===== src/rtl/approx_mult_seq_ctrl.sv =====
// approx_mult_seq_ctrl: sequences one external combinational 4x2 approximate
// multiplier core to form a 4 x B_WIDTH product, two bits of B per cycle,
// LSB slice first, accumulating the shifted partial products.
//
// Ports:
//   clk_i, rst_ni             clock (rising edge), async active-low reset
//   in_valid_i/in_ready_o     operand handshake; a_i (4b), b_i (B_WIDTH b)
//   out_valid_o/out_ready_i   result handshake; result_o (R_WIDTH b)
//   busy_o                    high while an operation is in RUN or DONE
//   mul_a_o, mul_b_o          operands to the core (zero outside RUN)
//   mul_prod_i                core product, combinational in the same cycle
//
// Optional feature: define APPROX_MULT_SKIP_ZERO_EN to finish early once the
// unprocessed upper bits of B are all zero (B == 0 spends no RUN cycles).
module approx_mult_seq_ctrl #(
    parameter int unsigned B_WIDTH = 8,
    parameter int unsigned R_WIDTH = B_WIDTH + 4
) (
    input  logic               clk_i,
    input  logic               rst_ni,
    input  logic               in_valid_i,
    output logic               in_ready_o,
    input  logic [3:0]         a_i,
    input  logic [B_WIDTH-1:0] b_i,
    output logic               out_valid_o,
    input  logic               out_ready_i,
    output logic [R_WIDTH-1:0] result_o,
    output logic               busy_o,
    output logic [3:0]         mul_a_o,
    output logic [1:0]         mul_b_o,
    input  logic [5:0]         mul_prod_i
);

    localparam int unsigned N   = B_WIDTH / 2;
    localparam int unsigned K_W = (N > 1) ? $clog2(N) : 1;

    localparam logic [1:0] IDLE = 2'd0;
    localparam logic [1:0] RUN  = 2'd1;
    localparam logic [1:0] DONE = 2'd2;

    logic [1:0]         state_q,     state_d;
    logic [K_W-1:0]     k_q,         k_d;
    logic [R_WIDTH-1:0] acc_q,       acc_d;
    logic [B_WIDTH-1:0] b_rem_q,     b_rem_d;   // bits of B above the slice on the core
    logic               in_ready_q,  in_ready_d;
    logic               out_valid_q, out_valid_d;
    logic               busy_q,      busy_d;
    logic [3:0]         mul_a_q,     mul_a_d;   // also serves as the A holding register
    logic [1:0]         mul_b_q,     mul_b_d;

    logic [R_WIDTH-1:0] acc_sum;
    logic               last_slice;

    // Partial product of the slice currently on the core, weighted by 4^k.
    assign acc_sum = acc_q + (R_WIDTH'(mul_prod_i) << {k_q, 1'b0});

`ifdef APPROX_MULT_SKIP_ZERO_EN
    // Stop as soon as nothing nonzero remains above the current slice.
    assign last_slice = (k_q == K_W'(N - 1)) || (b_rem_q == '0);
`else
    assign last_slice = (k_q == K_W'(N - 1));
`endif

    // State and output registers.
    always_ff @(posedge clk_i or negedge rst_ni) begin
        if (!rst_ni) begin
            state_q     <= IDLE;
            k_q         <= '0;
            acc_q       <= '0;
            b_rem_q     <= '0;
            in_ready_q  <= 1'b1;
            out_valid_q <= 1'b0;
            busy_q      <= 1'b0;
            mul_a_q     <= '0;
            mul_b_q     <= '0;
        end else begin
            state_q     <= state_d;
            k_q         <= k_d;
            acc_q       <= acc_d;
            b_rem_q     <= b_rem_d;
            in_ready_q  <= in_ready_d;
            out_valid_q <= out_valid_d;
            busy_q      <= busy_d;
            mul_a_q     <= mul_a_d;
            mul_b_q     <= mul_b_d;
        end
    end

    // Next-state and next-output logic.
    always_comb begin
        state_d     = state_q;
        k_d         = k_q;
        acc_d       = acc_q;
        b_rem_d     = b_rem_q;
        in_ready_d  = in_ready_q;
        out_valid_d = out_valid_q;
        busy_d      = busy_q;
        mul_a_d     = mul_a_q;
        mul_b_d     = mul_b_q;

        case (state_q)
            IDLE: begin
                if (in_valid_i && in_ready_q) begin
                    k_d        = '0;
                    acc_d      = '0;
                    b_rem_d    = b_i >> 2;
                    in_ready_d = 1'b0;
                    busy_d     = 1'b1;
`ifdef APPROX_MULT_SKIP_ZERO_EN
                    if (b_i == '0) begin
                        state_d     = DONE;
                        out_valid_d = 1'b1;
                    end else begin
                        state_d = RUN;
                        mul_a_d = a_i;
                        mul_b_d = b_i[1:0];
                    end
`else
                    state_d = RUN;
                    mul_a_d = a_i;
                    mul_b_d = b_i[1:0];
`endif
                end
            end

            RUN: begin
                acc_d = acc_sum;
                k_d   = k_q + K_W'(1);
                if (last_slice) begin
                    state_d     = DONE;
                    out_valid_d = 1'b1;
                    mul_a_d     = '0;
                    mul_b_d     = '0;
                end else begin
                    mul_b_d = b_rem_q[1:0];
                    b_rem_d = b_rem_q >> 2;
                end
            end

            DONE: begin
                if (out_ready_i) begin
                    state_d     = IDLE;
                    out_valid_d = 1'b0;
                    busy_d      = 1'b0;
                    in_ready_d  = 1'b1;
                end
            end

            default: begin
                state_d     = IDLE;
                out_valid_d = 1'b0;
                busy_d      = 1'b0;
                in_ready_d  = 1'b1;
                mul_a_d     = '0;
                mul_b_d     = '0;
            end
        endcase
    end

    assign in_ready_o  = in_ready_q;
    assign out_valid_o = out_valid_q;
    assign busy_o      = busy_q;
    assign result_o    = acc_q;
    assign mul_a_o     = mul_a_q;
    assign mul_b_o     = mul_b_q;

endmodule

===== config.mk =====
export PLATFORM = sky130hd
export DESIGN_NAME = approx_mult_seq_ctrl
export DESIGN_NICKNAME = d
export VERILOG_FILES = /design/src/rtl/approx_mult_seq_ctrl.sv
export SDC_FILE = /design/constraint.sdc
export NUM_CORES = 1
export LEC_CHECK = 0
export ABC_AREA = 1
export CAP_MARGIN = 20
export CORE_UTILIZATION = 38
export DETAILED_ROUTE_END_ITERATION = 6
export GPL_TIMING_DRIVEN = 0
export HOLD_SLACK_MARGIN = 0.12
export PLACE_DENSITY_LB_ADDON = 0.12
export SLEW_MARGIN = 10
export SYNTH_ARGS = -nofsm -noshare
export SYNTH_HDL_FRONTEND = slang
export SYNTH_SLANG_ARGS = --single-unit

===== constraint.sdc =====
create_clock -name clk_i -period 2.3 [get_ports clk_i]
set_input_delay 0.345 -clock clk_i [delete_from_list [all_inputs] [get_ports clk_i]]
set_output_delay 0.345 -clock clk_i [all_outputs]
set_load 0.01 [all_outputs]

==> results of run 1 <==
## synthesized netlist by cell type
library cell | number | area share [%]
clkbuf_1 | 1 | 0.18
o21ai_2 | 1 | 0.42
fa_1 | 1 | 0.97
nand3_1 | 22 | 5.3
a21o_1 | 1 | 0.36
nand2_2 | 2 | 0.60
ha_1 | 12 | 7.3
nand2_4 | 1 | 0.54
nand2_1 | 93 | 17
nor2_4 | 3 | 1.6
o21ai_0 | 29 | 7.0
inv_2 | 3 | 0.54
nor2_1 | 22 | 4.0
dfrtp_1 | 30 | 36
xor2_1 | 1 | 0.42
nand4_1 | 4 | 1.2
o211ai_1 | 4 | 1.5
xnor2_1 | 1 | 0.42
inv_1 | 37 | 6.7
a21oi_1 | 5 | 1.2
buf_6 | 2 | 1.1
a22o_2 | 2 | 0.97
mux2i_1 | 3 | 1.5
nor2_2 | 1 | 0.30
dfstp_2 | 1 | 1.3
nor3_1 | 3 | 0.73
buf_2 | 3 | 0.73
## cell type report
type | count | area share (%)
plain buffers | 5 | 1.59
clock buffers | 6 | 3.00
clock inverters | 2 | 1.27
inverters | 40 | 5.45
multi-input cells | 211 | 41.1
flip-flops and latches | 31 | 28.2
well taps | 70 | 3.18
repair buffers | 46 | 16.2
## worst max-delay path, stage by stage, from the launching register on
cell and delay (ns):
dfrtp_1 0.40, buf_6 0.16, mux2i_2 0.24, o21ai_1 0.12
ha_1 0.38, nand2_1 0.11, nor2_1 0.16, nand2_1 0.07
nand3_1 0.11, nand2_1 0.06, nand2_1 0.06, o21ai_0 0.07
## registers in the layout, summed over array words and instances, names as in the netlist
register	flops
state_q	2
result_o	12
busy_o	1
b_rem_q	6
mul_b_o	2
mul_a_o	4
in_ready_o	1
out_valid_o	1
k_q	2
## final timing paths
path                            startpoint           to  cells after the start
worst max-delay path                k_q[0]  result_o[7]                     11
worst min-delay path                rst_ni   mul_a_o[2]                      1
worst max register to register      k_q[0]  result_o[7]                     11
worst min register to register  mul_b_o[0]   mul_b_o[0]                      2
max in group asynchronous           rst_ni       k_q[1]                      1
min in group clk_i              mul_b_o[0]   mul_b_o[0]                      2
## repair_timing
action / 4_1_cts / 5_1_grt
setup endpoints to repair: 2 / 8
setup buffers: 0 / 4
gates resized for setup: 0 / 19
pin swaps: 0 / 4
## placed cells by master, fill, tap and decap left out, types with 4 or more instances in the layout
cell type / n
nor2_2: 4
o21ai_1: 5
buf_4: 4
ha_1: 12
clkbuf_8: 6
nand3_1: 21
clkdlybuf4s50_1: 41
a21oi_1: 4
inv_1: 37
nand4_1: 4
nor2_1: 18
dfrtp_1: 29
nand2_1: 93
o211ai_1: 4
nor2_4: 4
o21ai_0: 24
## power by group
part	internal (mW)	switching, mW	leakage [nW]
Clock	0.350	0.214	0.0612
Combinational	1.05	1.39	0.932
Sequential	0.796	0.172	0.394
## per-layer routing
layer  track usage [%]  part of all wire, %
met2              29.7                   43
met1              27.4                   52
met5                 0                    0
met4              5.56                  1.1
met3              4.50                  4.4
## cell families (layout without fill, tap and decap cells)
| family | after synthesis | in the layout |
|---|---|---|
| adders and majority gates | 13 | 13 |
| AOI/OAI and AO/OA | 42 | 42 |
| DFF | 31 | 31 |
| xor gates and xnor gates | 2 | 2 |
| muxes | 3 | 3 |
| and+or+nand+nor | 151 | 151 |
| buffers and inverters | 46 | 99 |
## stage by stage
stage          instances  total power [mW]  TNS, ns  instance area (um2)  utilization, %
2_1_floorplan        288              2.54        0                 2070               -
3_3_place_gp         400              3.23   -0.436                 2580            49.8
3_5_place_dp         400              3.26   -0.500                 2570            49.7
4_1_cts              407              3.85        0                 2690            51.9
5_1_grt              411              4.41  -0.0105                 2760            53.3
6_report             411              3.98        0                 2760            53.3
==> results.toml, run 1 <==
[outcome]
status = "finished clean"

[setup_path]
required_ns = 2.47
cp-start-kind = "register"
end_kind = "register"
r2r_slack_ns = 0.21
criticalPathCategory = "register to register"
critPathMaxFanout = 10
cp.arrival_ns = 2.25

[route]
wire_per_inst_um = 12.0
vias = 1949
drtAntennaViolNets = 0
drc_errors = 0
viasPerCell = 4.74
dr.pass1.iters = 4
drt_wl_total_mm = 4.95
drt_iter0_drc = 80

[clock_tree]
root_buffer = "clkbuf_8"
cts_tree = "done"
htree_levels = 2
cts_buffers = 5
clkSlewWorstSetupHoldPaths_ns = 0.07
cts_sinks = 31
ctsHoldBuffers = 0
cts_buffer_depth = 2
clkLatencyLatePin_ns = 0.29

[grt]
grt_overflow = 0
grt_pass1_wl_mm = 8.25
track_usage_pct = 19.5
antenna_found_initial = 0
grt_pass1_vias = 1793
grt_max_degree = 32

[pwr]
power_density_nw_per_um2 = 1440
p_leak_nw = 1.39
vdd_ir_drop_max_mv = 0.826

[timing]
finalCritPeriodShare_pct = 90.8
layout_min_cycle_time_ns = 2.09
skew_ns = 0.00820
setup_viol = 0
maxSlewViolCount = 0
max_freq_mhz = 479
hold_violations = 0
tightest_slew_ns = 0.701
whs_ns = 0.103
rsz0062_at_grt = "true"
slew_headroom_pct = 53.3
setup_slack_ns = 0.212

[yosys]
synth_xor_area_share_pct = 0.847
yosysWarnings = 0
synth_nets = 323
yosys.area_share.simple_pct = 31.2
yosysUniqueCellTypes = 27
ys_seq_area_share_pct = 37.6
synth_top_family_by_area = "simple AND/OR/NAND/NOR gates"
synthMuxAreaShare_pct = 1.45
synthCells = 288
synth_fa_ha_area_share_pct = 8.23
netlist_area_um2 = 2070
yosys_register_bits = 31
synth_compound_area_share_pct = 11.4
avgSynthCellArea_um2 = 7.18

[place]
post-place-ws_ns = -0.124
dp_hpwl_mm = 3.68
io_buffers = 42
globalplace.congestion = 0.886

[die]
core_area_um2 = 5170
dieArea_um2 = 5740
ios = 43
die_h_um = 75.8
rows = 26
start_util_pct = 40.0
die_w_um = 75.8

[finish]
num_antenna_cells = 0
regArea_um2 = 778
multiInputGateArea_um2 = 1130
nets = 375
nFillCells = 504
syn2layout_area_growth_pct = 33.3
drive_above_1_share_pct = 12.3

[job]
cap_violations = 0

[worst_hold_path]
min_path_type = "primary input to async pin"
(Power assumes the default switching activity.)
==> inputs of run 2 (changes only) <==
CTS_BUF_LIST = sky130_fd_sc_hd__clkbuf_4   (was not set)
==> results.toml, run 2 (synthesis gave the netlist of run 1 again) <==
[pwr]
p_leak_nw = 1.36
p_int_mw = 2.04
p_seq_share_pct = 25.5
vdd_ir_drop_max_mv = 0.695
combinationalPowerShare_pct = 63.1
power_density_nw_per_um2 = 1400
p_total_mw = 3.79
p_sw_mw = 1.76
swShare_pct = 46.3
power.share.clock_pct = 11.3

[setup_path]
critPathMaxFanout = 10
end_kind = "register"
worst-path-buf-inv = 1
cp_num_cells = 11
worstRegToRegCells = 11
path_common_cell = "nand2_1"
critical-path-top-delay-family = "simple AND/OR/NAND/NOR gates"
crit_slowest_cell = "dfrtp_1"
required_ns = 2.53
criticalPathCategory = "register to register"
regToRegStartpoint = "k_q[0]"
cp-endpoint = "result_o[7]"
cp_cell_sequence = "buf_6, mux2i_2, o21ai_1, ha_1, nand2_1, nor2_1, nand2_1, nand3_1, nand2_1, nand2_1, o21ai_0"
startpoint = "k_q[0]"
r2r_end = "result_o[7]"
r2r_slack_ns = 0.20
cp.arrival_ns = 2.33
slowest_delay_ns = 0.42
cp-start-kind = "register"

[die]
ios = 43
dieArea_um2 = 5740
rows = 26
die_w_um = 75.8
core_area_um2 = 5170
die_h_um = 75.8
start_util_pct = 40.0

[finish]
drive_above_1_share_pct = 11.8
num_antenna_cells = 0
fin_util_pct = 52.4
largest_reg_flops = 12
nets = 374
final_cell_mix = "93 x nand2_1, 41 x clkdlybuf4s50_1, 37 x inv_1"
final_common_cell = "nand2_1"
final_design_area_no_fill_um2 = 2710
syn2layout_area_growth_pct = 31.2

[timing]
max_freq_mhz = 476
hold_violations = 0
whs_ns = 0.490
slew_headroom_pct = 53.1
maxSlewViolCount = 0
finalCritPeriodShare_pct = 91.3
layout_min_cycle_time_ns = 2.10
tightest_slew_ns = 0.703
setup_slack_ns = 0.200
skew_ns = 0.0193
setup_viol = 0

[grt]
grt_overflow = 0
track_usage_pct = 19.4
grt_pass1_vias = 1786
antenna_found_initial = 0
grt_pass1_wl_mm = 8.18
grt_max_degree = 32

[place]
post-place-ws_ns = -0.124
dp_hpwl_mm = 3.68
globalplace.congestion = 0.886
dpl_cell_area_um2 = 2570
io_buffers = 42

[clock_tree]
cts_buffers = 5
htree_levels = 2
clkSlewWorstSetupHoldPaths_ns = 0.12
cts_tree = "done"
clkLatencyLatePin_ns = 0.35
cts_buffer_depth = 2
cts_sinks = 31
root_buffer = "clkbuf_4"

[route]
drtAntennaViolNets = 0
wl_met3_um = 203
drc_errors = 0
dr.pass1.iters = 4
viasPerCell = 4.75
drt_iter0_drc = 80
wl_met2_mm = 2.15
wire_per_inst_um = 12.0
drt_wl_total_mm = 4.93
vias = 1947
wl_met1_mm = 2.54
top_layer = "met4"

[worst_hold_path]
min_path_type = "register to register"

[outcome]
status = "finished clean"

[job]
cap_violations = 0
run 2: cell types whose count changed in the layout (fill, tap and decap cells not counted):
cell,delta
buf_4,-2
ha_2,+1
dlygate4sd3_1,+1
clkinv_1,+1
ha_1,-1
clkbuf_8,-6
clkbuf_4,+5
run 2: area by class of cell:
type / instances / area (um2)
fillers: 513 / 2460
multi-input cells: 211 / 1140
flip-flops and latches: 31 / 778
repair buffers: 45 / 440
inverters: 40 / 150
well taps: 70 / 87.6
plain buffers: 5 / 43.8
clock inverters: 3 / 38.8
clock buffers: 5 / 37.5
run 2: how the worst min path moves through the flow:
| stage | cells after the start | slack (ns) | endpoint | from |
|---|---|---|---|---|
| 2_1_floorplan | 0 | 0.05 | b_rem_q[0] | rst_ni |
| 3_3_place_gp | 2 | 0.46 | busy_o | busy_o |
| 3_5_place_dp | 1 | 0.45 | mul_a_o[2] | rst_ni |
| 4_1_cts | 2 | 0.50 | mul_b_o[0] | mul_b_o[0] |
| 5_1_grt | 2 | 0.52 | mul_b_o[1] | mul_b_o[1] |
| 6_report | 2 | 0.49 | mul_b_o[0] | mul_b_o[0] |
run 2: per-layer routing:
layer	up-vias	track usage [%]
met5	-	0
met4	0	6.17
met3	5	4.89
met2	35	29.5
met1	876	27.0
li1	1031	-
run 2: tightest hold or removal path: cells and delay by family (launching register included):
family	cells	cell delay (ns)
flip-flops	1	0.36
AND/OR/NAND/NOR	2	0.10
run 2: timing repair:
item	CTS	global route
hold endpoints to repair	30	0
setup buffers	0	2
gates cloned	0	0
resized for setup	0	20
setup endpoints to repair	2	8
pin swaps	0	3
hold buffers	1	0
run 2: through the flow:
stage	std cells	TNS (ns)
floorplan	288	0
global placement	400	-0.436
detailed placement	400	-0.500
CTS	408	0
global route	410	-0.00554
finish	410	0
run 2: power by group through the flow:
stage / clock (mW) / combinational, mW / sequential [mW]
floorplan: 0 / 1.53 / 1.01
global placement: 0 / 2.27 / 0.959
detailed placement: 0 / 2.30 / 0.963
CTS: 0.449 / 2.30 / 0.967
global route: 0.474 / 2.74 / 1.00
finish: 0.430 / 2.39 / 0.968
